[config.mk]
export PLATFORM = sky130hd
export DESIGN_NAME = serial_adder
export DESIGN_NICKNAME = d
export VERILOG_FILES = /design/src/rtl/serial_adder.sv
export SDC_FILE = /design/constraint.sdc
export NUM_CORES = 1
export LEC_CHECK = 0
export ABC_AREA = 1
export BUFFER_PORTS_ARGS = -buffer_cell sky130_fd_sc_hd__buf_2
export CORE_MARGIN = 2
export CORE_UTILIZATION = 58
export CTS_BUF_LIST = sky130_fd_sc_hd__clkbuf_2 sky130_fd_sc_hd__clkbuf_4 sky130_fd_sc_hd__clkbuf_8
export DETAILED_ROUTE_END_ITERATION = 10
export PLACE_DENSITY = 0.89
export SLEW_MARGIN = 20
export SYNTH_ARGS = -nofsm -noshare
export SYNTH_HDL_FRONTEND = slang
export SYNTH_SLANG_ARGS = --single-unit
[constraint.sdc]
create_clock -name clk -period 1.5 [get_ports clk]
set_input_delay 0.3 -clock clk [delete_from_list [all_inputs] [get_ports clk]]
set_output_delay 0.3 -clock clk [all_outputs]
set_load 0.02 [all_outputs]
[src/rtl/serial_adder.sv]
// Bit-serial unsigned adder: one full adder plus a carry flop, LSB first.
// Operands are captured in the cycle after reset is released. The sum and
// carry-out are presented WIDTH+1 cycles later and held until the next reset.
module serial_adder #(
  parameter int unsigned WIDTH = 8
) (
  input  logic             clk,
  input  logic             reset,
  input  logic [WIDTH-1:0] data_a,
  input  logic [WIDTH-1:0] data_b,
  output logic [WIDTH-1:0] out,
  output logic             cout,
  output logic             done
);

  localparam int unsigned   CW   = $clog2(WIDTH);
  localparam logic [CW-1:0] LAST = CW'(WIDTH - 1);

  typedef enum logic [1:0] {
    LOAD,
    ADD,
    DONE
  } state_t;

  state_t         state;
  state_t         state_next;
  logic [WIDTH-1:0] sa;
  logic [WIDTH-1:0] sb;
  logic [WIDTH-1:0] ssum;
  logic [CW-1:0]  cnt;
  logic           carry;
  logic           s;
  logic           carry_next;
  logic           last_bit;

  // State register.
  always_ff @(posedge clk or negedge reset) begin
    if (!reset) state <= LOAD;
    else        state <= state_next;
  end

  // Full adder on the operand LSBs, and next-state selection.
  always_comb begin
    state_next = state;
    s          = sa[0] ^ sb[0] ^ carry;
    carry_next = (sa[0] & sb[0]) | (sa[0] & carry) | (sb[0] & carry);
    last_bit   = (state == ADD) && (cnt == LAST);
    case (state)
      LOAD:    state_next = ADD;
      ADD:     if (last_bit) state_next = DONE;
      DONE:    state_next = DONE;
      default: state_next = LOAD;
    endcase
  end

  // Datapath: operand capture, shifting, and the result registers.
  // Outputs are written only on the final ADD cycle, so partial sums never
  // appear on out.
  always_ff @(posedge clk or negedge reset) begin
    if (!reset) begin
      sa    <= '0;
      sb    <= '0;
      ssum  <= '0;
      cnt   <= '0;
      carry <= 1'b0;
      out   <= '0;
      cout  <= 1'b0;
      done  <= 1'b0;
    end else begin
      case (state)
        LOAD: begin
          sa    <= data_a;
          sb    <= data_b;
          ssum  <= '0;
          cnt   <= '0;
          carry <= 1'b0;
        end
        ADD: begin
          sa    <= {1'b0, sa[WIDTH-1:1]};
          sb    <= {1'b0, sb[WIDTH-1:1]};
          ssum  <= {s, ssum[WIDTH-1:1]};
          cnt   <= cnt + CW'(1);
          carry <= carry_next;
          if (last_bit) begin
            out  <= {s, ssum[WIDTH-1:1]};
            cout <= carry_next;
            done <= 1'b1;
          end
        end
        default: ;
      endcase
    end
  end

endmodule

==> metrics <==
power density cells=990 nW/um^2; NumNets Final=239; final period utilization=0.916; Primary FF master, synth=dfrtp_1; Worst-Skew Late Latency=~350 ps; initial core utilization=0.623; worst-path fanout max=26; register area=976 sq um; WHS Endpoint=sb[7]$_DFFE_PN0P_; Sw Pwr=~530 uW; sequential area share after synthesis=0.554; worst hold start=data_b[7]; part of the power in combinational logic=0.133; Clock Power Share=0.274; Crit. End Element=flip-flop; HP Class=input pin to flip-flop; slowest cell on the critical path=dfrtp_1; Avg Inst Size Synth=a little under 10 sq um; Power Internal=1450 uW; Synthesized Nets=205; Wirelength per Cell=12.4 um; ranking of synthesized cells by area=dfrtp_1 (55%), nand2_1 (14%), nand3_1 (7.1%); multi-input logic area=roughly 650 sq um; Final Hold Fails=0; row cnt=19; Die Y=59.1 um; sw frac=0.266; area delta synth->final=13.0%; worst-margin pin slew=316 ps; Crit Path Category=flip-flop to flip-flop; Synth top area share=0.554; slew margin rel.=0.789; CTS tree=done; Yosys top cell by area=dfrtp_1; CTS Sinks=39; yosys warns=0; vias in the first global route=1,262; R2R setup slack=about 130 ps; Fillers=229; Post-Route WL=between 3000 and 4000 um; worst-path cell chain=inv_1 > ha_1 > inv_4 > nor2_1 > nand2_1 > nand2_1; layout cells sized above 1=0.292; hold path depth=3; Worst Path Buf+Inv=2; die area=3490 sq um; CTS Buf Count=5; Root Buffer=clkbuf_4; Peak VDD IR=approximately 0.62 mV; gpl congestion=0.780; num ports=28; port buffer count=27; initial DRC count=45; run status=finished, final reports clean; largest net degree at the start of global routing=27; diodes inserted=0; grt total ovfl=0; commonest cells in the netlist=nand2_1 (65), dfrtp_1 (39), nand3_1 (25); Cells after Synth=182; Longest Clk Path Bufs=2; most frequent CP cell=nand2_1; Hold WS=179 ps; Crit path max-delay family=flip-flops; r2r endpoint=state[0]$_DFFE_PN0P_; CP peak stage delay=about 400 ps; Yosys cell types=17; Flop pwr share=0.593; Post-DP HPWL=~2200 um; final setup fails=0; Worst EP arrival=1660 ps; total negative setup slack=0 ps; flops & latches, synth=39; WP data required=~1800 ps; Reg2Reg Launch Point=state[1]$_DFFE_PN0P_; Pleak=0.00107 uW; via count=1,277; RSZ-0062 raised after global routing=no; Post-Synthesis Cell Area=1760 sq um; number of synthesized flops with an enable pin=0; count leader, synth=nand2_1; Avg Vias per Cell=5.17; final core occ=0.704; placed cells=239; first-pass GRT wire length=approximately 5400 um; max-slew violations=0; core area=2830 sq um; Die W=59.1 um; Clock transition at path regs=100 ps; fmax=728 MHz; # DRC=0; H-tree Lvls=2; Global Route Usage Sum=0.213; async set-or-reset flop fraction in the synthesized netlist=1.00; placed instance area=1920 sq um; Final min period=1370 ps; Clock Skew=11.2 ps; max cap viols=0; cells on worst reg2reg path=6; length of the first detailed-routing pass in iterations=4; Non-Filler Instances=247; initial antenna violation count=0; post-route ant nets=0; Final Instance Area=1990 sq um; crit start category=flip-flop
[per-layer routing]
metal	global-route usage	wire, um	vias up
met5	0	0	-
met4	0.0942	63	0
met3	0.0808	154	7
met2	0.333	1520	28
met1	0.263	1310	591
li1	-	-	651
[worst max path at each step]
stage	from	slack (ps)	depth (start not counted)	end
after global placement	state[1]$_DFFE_PN0P_	190	6	state[0]$_DFFE_PN0P_
after detailed placement	state[1]$_DFFE_PN0P_	160	6	sb[6]$_DFFE_PN0P_
after floorplan	cnt[0]$_DFFE_PN0P_	190	5	done$_DFFE_PN0P_
after global routing	state[1]$_DFFE_PN0P_	20	6	state[0]$_DFFE_PN0P_
final	state[1]$_DFFE_PN0P_	130	6	state[0]$_DFFE_PN0P_
after CTS	state[1]$_DFFE_PN0P_	100	6	state[1]$_DFFE_PN0P_
[repair_timing]
item,4_1_cts,5_1_grt
gates resized for setup,0,0
hold buffers,1,0
buffers inserted,0,0
hold endpoints to repair,12,0
[metrics by stage]
step | power, uW | setup WS, ps
final | 1970 | 127
after global routing | 2080 | 18.9
after CTS | 2000 | 102
after detailed placement | 1460 | 163
after global placement | 1450 | 195
after floorplan | 1340 | 194
[final cells by class]
class                   instances  area share
multi-input cells             121       0.327
flip-flops and latches         39       0.490
repair buffers                 36       0.109
well taps                      31      0.0195
clock buffers                   6      0.0258
inverters                      13      0.0258
clock inverters                 1     0.00251
[power by group through the flow]
stage	combinational [uW]	clock, uW	sequential, uW
6_report	263	540	1170
5_1_grt	298	600	1180
4_1_cts	268	564	1170
3_5_place_dp	266	0	1190
3_3_place_gp	258	0	1190
2_1_floorplan	106	0	1240
[flip-flops by register name, indices dropped and copies added (netlist names), 2 cells and up]
signal  count
sa          8
state       2
cnt         3
sb          8
out         8
ssum        7
[tightest hold or removal path, stage by stage]
cell and delay [ps]:
buf_2 80, nand3_1 60, nand2_1 60
[cell families (layout without fill, tap and decap cells)]
family | count (synthesis) | in the layout | share of synthesized area
AND/OR/NAND/NOR | 99 | 99 | 0.256
flip-flops | 39 | 39 | 0.554
buffers and inverters | 22 | 56 | 0.0767
AO/OA/AOI/OAI | 17 | 17 | 0.0739
adder cells (fa/ha/maj) | 5 | 5 | 0.0398
[cell usage in the layout (no fill, tap or decap)]
master,synthesis,layout
nand2_1,65,65
dfrtp_1,39,39
buf_2,1,27
nand3_1,25,25
inv_1,12,12
o21ai_2,12,12
buf_4,4,7
nand3_2,6,6
o21ai_0,5,5
clkbuf_4,0,5
ha_1,4,4
inv_4,1,1
nor2_4,1,1
nand2_2,1,1
nor2_1,1,1
fa_1,1,1
clkinv_2,0,1
clkbuf_8,0,1
dlygate4sd3_1,0,1
buf_12,0,1
(Power assumes the default switching activity.)
